<file path="config.mk">
export PLATFORM = sky130hd
export DESIGN_NAME = inst_fetch_flat
export DESIGN_NICKNAME = d
export VERILOG_FILES = /design/src/rtl/inst_fetch_if.sv /design/src/rtl/inst_fetch.sv /design/src/flat_wrapper.sv
export SDC_FILE = /design/constraint.sdc
export NUM_CORES = 1
export LEC_CHECK = 0
export CORE_ASPECT_RATIO = 0.75
export CORE_MARGIN = 2
export CORE_UTILIZATION = 40
export CTS_CLUSTER_DIAMETER = 120
export DETAILED_ROUTE_END_ITERATION = 10
export PLACE_DENSITY = 0.8
export SYNTH_ARGS = -nofsm -noshare
export SYNTH_HDL_FRONTEND = slang
export SYNTH_SLANG_ARGS = --single-unit
</file>
<file path="constraint.sdc">
create_clock -name clk -period 2 [get_ports clk]
set_input_delay 0.3 -clock clk [delete_from_list [all_inputs] [get_ports clk]]
set_output_delay 0.3 -clock clk [all_outputs]
set_load 0.005 [all_outputs]
</file>
<file path="src/rtl/inst_fetch_if.sv">
// rtl/inst_fetch_if.sv - fetch-stage bundle: instruction memory port, redirect input, instruction output handshake.
// master = fetch stage, slave = memory/control/decode side.
interface inst_fetch_if;
   logic [31:0] imem_addr;
   logic [31:0] imem_data;
   logic        redirect_valid;
   logic [31:0] redirect_pc;
   logic        inst_valid;
   logic        inst_ready;
   logic [31:0] inst;
   logic [31:0] inst_pc;
   logic [31:0] pc_plus4;
   logic        fetch_error;
   logic [31:0] fetch_count;

   modport master (
      output imem_addr,
      input  imem_data,
      input  redirect_valid,
      input  redirect_pc,
      output inst_valid,
      input  inst_ready,
      output inst,
      output inst_pc,
      output pc_plus4,
      output fetch_error,
      output fetch_count
   );

   modport slave (
      input  imem_addr,
      output imem_data,
      output redirect_valid,
      output redirect_pc,
      input  inst_valid,
      output inst_ready,
      input  inst,
      input  inst_pc,
      input  pc_plus4,
      input  fetch_error,
      input  fetch_count
   );
endinterface

</file>
<file path="src/rtl/inst_fetch.sv">
// rtl/inst_fetch.sv - MIPS fetch stage: PC, settle-timed capture into instruction register, redirect and misalignment halt.
// Optional FETCH_COUNT_EN adds a wrapping handshake counter on fetch_count.
module inst_fetch #(
   parameter logic [31:0] RESET_PC      = 32'h0000_0000,
   parameter int          SETTLE_CYCLES = 1
) (
   input  logic          clk,
   input  logic          rst_n,
   inst_fetch_if.master  io_bus
);

   localparam logic [3:0] SETTLE = 4'(SETTLE_CYCLES);

   typedef enum logic [1:0] {
      ST_WAIT  = 2'd0,
      ST_VALID = 2'd1,
      ST_ERROR = 2'd2
   } state_t;

   state_t      r_state;
   state_t      w_state_next;
   logic [31:0] r_pc;
   logic [31:0] w_pc_next;
   logic [3:0]  r_cnt;
   logic [3:0]  w_cnt_next;
   logic        w_capture;
   logic [31:0] r_inst;
   logic [31:0] r_inst_pc;
   logic [31:0] r_pc_plus4;
   logic        r_inst_valid;
   logic        r_fetch_error;

   always_comb begin
      w_state_next = r_state;
      w_pc_next    = r_pc;
      w_cnt_next   = r_cnt;
      w_capture    = 1'b0;
      // Redirect overrides everything, including a same-cycle handshake's pc + 4.
      if (io_bus.redirect_valid) begin
         w_pc_next    = io_bus.redirect_pc;
         w_cnt_next   = SETTLE;
         w_state_next = ST_WAIT;
      end else begin
         case (r_state)
            ST_WAIT: begin
               if (r_pc[1:0] != 2'b00) begin
                  w_state_next = ST_ERROR;
               end else if (r_cnt != 4'd0) begin
                  w_cnt_next = r_cnt - 4'd1;
               end else begin
                  w_capture    = 1'b1;
                  w_state_next = ST_VALID;
               end
            end
            ST_VALID: begin
               if (io_bus.inst_ready) begin
                  w_pc_next    = r_pc + 32'd4;
                  w_cnt_next   = SETTLE;
                  w_state_next = ST_WAIT;
               end
            end
            ST_ERROR: begin
               w_state_next = ST_ERROR;
            end
            default: begin
               w_state_next = ST_WAIT;
            end
         endcase
      end
   end

   always_ff @(posedge clk or negedge rst_n) begin
      if (!rst_n) begin
         r_state       <= ST_WAIT;
         r_pc          <= RESET_PC;
         r_cnt         <= SETTLE;
         r_inst_valid  <= 1'b0;
         r_fetch_error <= 1'b0;
      end else begin
         r_state       <= w_state_next;
         r_pc          <= w_pc_next;
         r_cnt         <= w_cnt_next;
         r_inst_valid  <= (w_state_next == ST_VALID);
         r_fetch_error <= (w_state_next == ST_ERROR);
      end
   end

   always_ff @(posedge clk or negedge rst_n) begin
      if (!rst_n) begin
         r_inst     <= 32'h0;
         r_inst_pc  <= 32'h0;
         r_pc_plus4 <= 32'd4;
      end else if (w_capture) begin
         r_inst     <= io_bus.imem_data;
         r_inst_pc  <= r_pc;
         r_pc_plus4 <= r_pc + 32'd4;
      end
   end

   assign io_bus.imem_addr   = r_pc;
   assign io_bus.inst        = r_inst;
   assign io_bus.inst_pc     = r_inst_pc;
   assign io_bus.pc_plus4    = r_pc_plus4;
   assign io_bus.inst_valid  = r_inst_valid;
   assign io_bus.fetch_error = r_fetch_error;

`ifdef FETCH_COUNT_EN
   logic        w_handshake;
   logic [31:0] r_fetch_count;

   assign w_handshake = r_inst_valid && io_bus.inst_ready;

   always_ff @(posedge clk or negedge rst_n) begin
      if (!rst_n) begin
         r_fetch_count <= 32'h0;
      end else if (w_handshake) begin
         r_fetch_count <= r_fetch_count + 32'd1;
      end
   end

   assign io_bus.fetch_count = r_fetch_count;
`else
   assign io_bus.fetch_count = 32'h0;
`endif

endmodule
</file>
<file path="src/flat_wrapper.sv">
// flat-port wrapper written by rule: the top's interface ports become plain ports
module inst_fetch_flat 
#(
   parameter logic [31:0] RESET_PC      = 32'h0000_0000,
   parameter int          SETTLE_CYCLES = 1
)
  (clk, rst_n, io_bus_imem_addr, io_bus_imem_data, io_bus_redirect_valid, io_bus_redirect_pc, io_bus_inst_valid, io_bus_inst_ready, io_bus_inst, io_bus_inst_pc, io_bus_pc_plus4, io_bus_fetch_error, io_bus_fetch_count);
  inst_fetch_if io_bus_i ();
  input  logic clk;
  input  logic rst_n;
  output wire logic [$bits(io_bus_i.imem_addr)-1:0] io_bus_imem_addr;
  input wire logic [$bits(io_bus_i.imem_data)-1:0] io_bus_imem_data;
  input wire logic [$bits(io_bus_i.redirect_valid)-1:0] io_bus_redirect_valid;
  input wire logic [$bits(io_bus_i.redirect_pc)-1:0] io_bus_redirect_pc;
  output wire logic [$bits(io_bus_i.inst_valid)-1:0] io_bus_inst_valid;
  input wire logic [$bits(io_bus_i.inst_ready)-1:0] io_bus_inst_ready;
  output wire logic [$bits(io_bus_i.inst)-1:0] io_bus_inst;
  output wire logic [$bits(io_bus_i.inst_pc)-1:0] io_bus_inst_pc;
  output wire logic [$bits(io_bus_i.pc_plus4)-1:0] io_bus_pc_plus4;
  output wire logic [$bits(io_bus_i.fetch_error)-1:0] io_bus_fetch_error;
  output wire logic [$bits(io_bus_i.fetch_count)-1:0] io_bus_fetch_count;
  assign io_bus_imem_addr = io_bus_i.imem_addr;
  assign io_bus_i.imem_data = io_bus_imem_data;
  assign io_bus_i.redirect_valid = io_bus_redirect_valid;
  assign io_bus_i.redirect_pc = io_bus_redirect_pc;
  assign io_bus_inst_valid = io_bus_i.inst_valid;
  assign io_bus_i.inst_ready = io_bus_inst_ready;
  assign io_bus_inst = io_bus_i.inst;
  assign io_bus_inst_pc = io_bus_i.inst_pc;
  assign io_bus_pc_plus4 = io_bus_i.pc_plus4;
  assign io_bus_fetch_error = io_bus_i.fetch_error;
  assign io_bus_fetch_count = io_bus_i.fetch_count;
  inst_fetch #(.RESET_PC(RESET_PC), .SETTLE_CYCLES(SETTLE_CYCLES)) u_core (.clk(clk), .rst_n(rst_n), .io_bus(io_bus_i));
endmodule
</file>
==> metrics.csv <==
stage,metric,value,unit
place,input/output buffers,197,
power_and_ir_drop,static leakage,0.00386,uW
cells_and_area,Nets,847,
place,DP HPWL,11300,um
logic_synthesis,cells after synthesis,574,
cells_and_area,"commonest non-fill, non-tap cell in the layout",clkdlybuf4s50_1,
worst_setup_path,crit path kind,reg2reg,
cells_and_area,filler instances,1329,
detailed_routing,DRT Pass-1 Iters,4,
detailed_routing,DRC,0,
cells_and_area,most frequent cells in the layout,"195 x clkdlybuf4s50_1, 131 x dfrtp_1, 75 x nand2_1",
timing,Final Skew,5.48,ps
timing,final period utilization,92.2,%
logic_synthesis,Yosys top cell by area,dfrtp_1,
cts,CTS Sinks,134,
die,die span in y,114,um
timing,setup violators final,0,
worst_setup_path,FF-to-FF setup slack,160,ps
die,core area,15800,um2
logic_synthesis,average size of a mapped cell,11.1,um2
detailed_routing,drt first-iter violations,242,
cells_and_area,final core utilization,57.7,%
cts,CTS tree,built,
cts,cts bufs inserted,17,
cts,root buf cell,clkbuf_16,
die,IO Count,230,
detailed_routing,Vias/cell,4.75,
timing,Final Hold Fails,0,
worst_setup_path,Worst Setup Start Kind,flip-flop,
timing,RSZ-0062 raised after global routing,false,
die,FP Rows,40,
global_route,number of global-route vias before repair,4898,
global_route,largest net degree at the start of global routing,71,
outcome,status,"finished, final reports clean",
die,die area,17000,um2
cts,Longest Clk Path Bufs,2,
timing,pins over their slew limit,0,
cells_and_area,fraction of layout cells with a size suffix above 1,17.5,%
cells_and_area,area delta synth->final,42.6,%
logic_synthesis,sequential area share after synthesis,52.5,%
global_route,Total Routing Usage GR,19.4,%
detailed_routing,antenna-violating nets left,0,
global_route,initial antenna violation count,0,
detailed_routing,routed vias,4741,
global_route,total congestion overflow,0,
logic_synthesis,synth warn,0,
logic_synthesis,post-synth cell types,39,
detailed_routing,routed wire length per instance,15.7,um
logic_synthesis,Yosys top cell area share,51.6,%
timing,max frequency,542,MHz
die,Initial Util,40.5,%
cells_and_area,diode count,0,
die,Die Wd,150,um
logic_synthesis,cells taking the most area after synthesis,"dfrtp_1 52%, mux2_2 10%, xnor2_1 5.6%",
place,Placer Congestion,0.769,
logic_synthesis,Mapped Area,6400,um2
timing,setup TNS,0,ps
cts,htree depth,4,
worst_setup_path,CP arrival,2140,ps
power_and_ir_drop,maximum vdd ir drop,0.684,mV
cts,"Reg clk slew, reported paths",60,ps
run,max_cap viols,0,
worst_setup_path,nature of the critical path endpoint,flip-flop,
global_route,first-pass GRT wire length,25800,um
cts,Clock Latency Late Sink,410,ps
detailed_routing,final wirelength,15700,um
timing,Final min period,1840,ps
worst_setup_path,"Data required, critical path",2300,ps
worst_setup_path,critical path peak fanout,9,
hold_path,HP Class,in2async,
power_and_ir_drop,Cell Pwr Density,1140,nW/um2
logic_synthesis,#FFs+latches synth,134,
-- cells by family after synthesis --
| family | after synthesis | synth area share [%] |
|---|---|---|
| AO/OA/AOI/OAI | 62 | 5.03 |
| flip-flops | 134 | 52.5 |
| multiplexers | 67 | 11.8 |
| adder cells (fa/ha/maj) | 3 | 0.587 |
| other | 1 | 0.0586 |
| buffers and inverters | 76 | 7.31 |
| XOR/XNOR | 59 | 8.08 |
| AND/OR/NAND/NOR | 172 | 14.7 |
-- cell type report --
| type | count | area [um2] | area share [%] |
|---|---|---|---|
| Inverter | 2 | 7.51 | 0.0823 |
| Multi-Input combinational cell | 395 | 2700 | 29.6 |
| Clock buffer | 23 | 468 | 5.13 |
| Sequential cell | 134 | 3360 | 36.8 |
| Tap cell | 210 | 263 | 2.88 |
| Timing Repair Buffer | 226 | 2250 | 24.7 |
| Clock inverter | 9 | 77.6 | 0.850 |
-- final timing paths --
path | startpoint | to | cells after the start
worst min-delay path | rst_n | u_core.io_bus.imem_addr[22]$_DFFE_PN0P_ | 2
worst max register to register | u_core.io_bus.imem_addr[7]$_DFFE_PN0P_ | u_core.io_bus.pc_plus4[21]$_DFFE_PN0P_ | 5
max in group asynchronous | rst_n | u_core.io_bus.inst_pc[6]$_DFFE_PN0P_ | 3
worst max-delay path | u_core.io_bus.imem_addr[7]$_DFFE_PN0P_ | u_core.io_bus.pc_plus4[21]$_DFFE_PN0P_ | 5
min in group clk | io_bus_redirect_valid | u_core.io_bus.imem_addr[9]$_DFFE_PN0P_ | 4
worst min register to register | u_core.io_bus.pc_plus4[13]$_DFFE_PN0P_ | u_core.io_bus.pc_plus4[13]$_DFFE_PN0P_ | 2
-- Yosys cell counts (all sizes together) --
cell / number
mux2i: 1
dfrtp: 132
conb: 1
and4: 5
and2b: 1
and3: 4
nor2: 20
nor4b: 1
and3b: 1
nand2: 77
ha: 3
xnor2: 41
a211oi: 1
nand4: 12
nor3: 18
a21oi: 1
and2: 5
nor4: 9
inv: 2
clkbuf: 17
mux2: 66
or3: 1
o41ai: 1
nand3: 17
buf: 57
dfstp: 2
nand3b: 1
o21ai: 59
xor2: 18
-- worst max-delay path, cell delays in order, from the launching register on --
cell and delay, ps:
dfrtp_1 380, and4_1 470, nand4_4 250, nor3_1 370, xnor2_1 180, o21ai_1 70
-- repair_timing --
action / 4_1_cts / 5_1_grt
resized for setup: 0 / 2
endpoints found under the hold margin: 36 / 0
setup endpoints to repair: 0 / 4
hold buffers: 1 / 0
setup buffers: 0 / 0
-- power breakdown --
group	leakage (uW)	switching, uW	total [uW]	internal (uW)
clock	0.000263	1130	2890	1760
sequential	0.00171	516	4160	3640
combinational	0.00189	1060	3330	2270
total	0.00386	2710	10400	7670
-- per-stage QoR --
stage          power [uW]  setup WS [ps]  hold slack, ps  std cells  area (um2)
2_1_floorplan        5260            185            4.41        605        6510
3_3_place_gp         7460            104             238        966        8570
3_5_place_dp         7570           75.7             234        966        8570
4_1_cts             10500           4.48             363        999        9120
5_1_grt             11000           44.4             379        999        9120
6_report            10400            155             366        999        9120
-- routing by layer --
metal / GRT usage (%) / share of wire, %
met3: 7.12 / 7.9
met1: 26.0 / 46
met5: 0 / 0
met4: 5.85 / 1.5
met2: 29.6 / 45
-- sequential cells by signal, indices dropped and copies added (netlist names) --
name / flops
u_core.io_bus.pc_plus4: 32
u_core.io_bus.inst_valid: 1
u_core.r_cnt: 4
u_core.io_bus.imem_addr: 32
u_core.io_bus.fetch_error: 1
u_core.r_state: 2
u_core.io_bus.inst_pc: 30
u_core.io_bus.inst: 32
No activity file was read; power rests on OpenSTA's default activity.
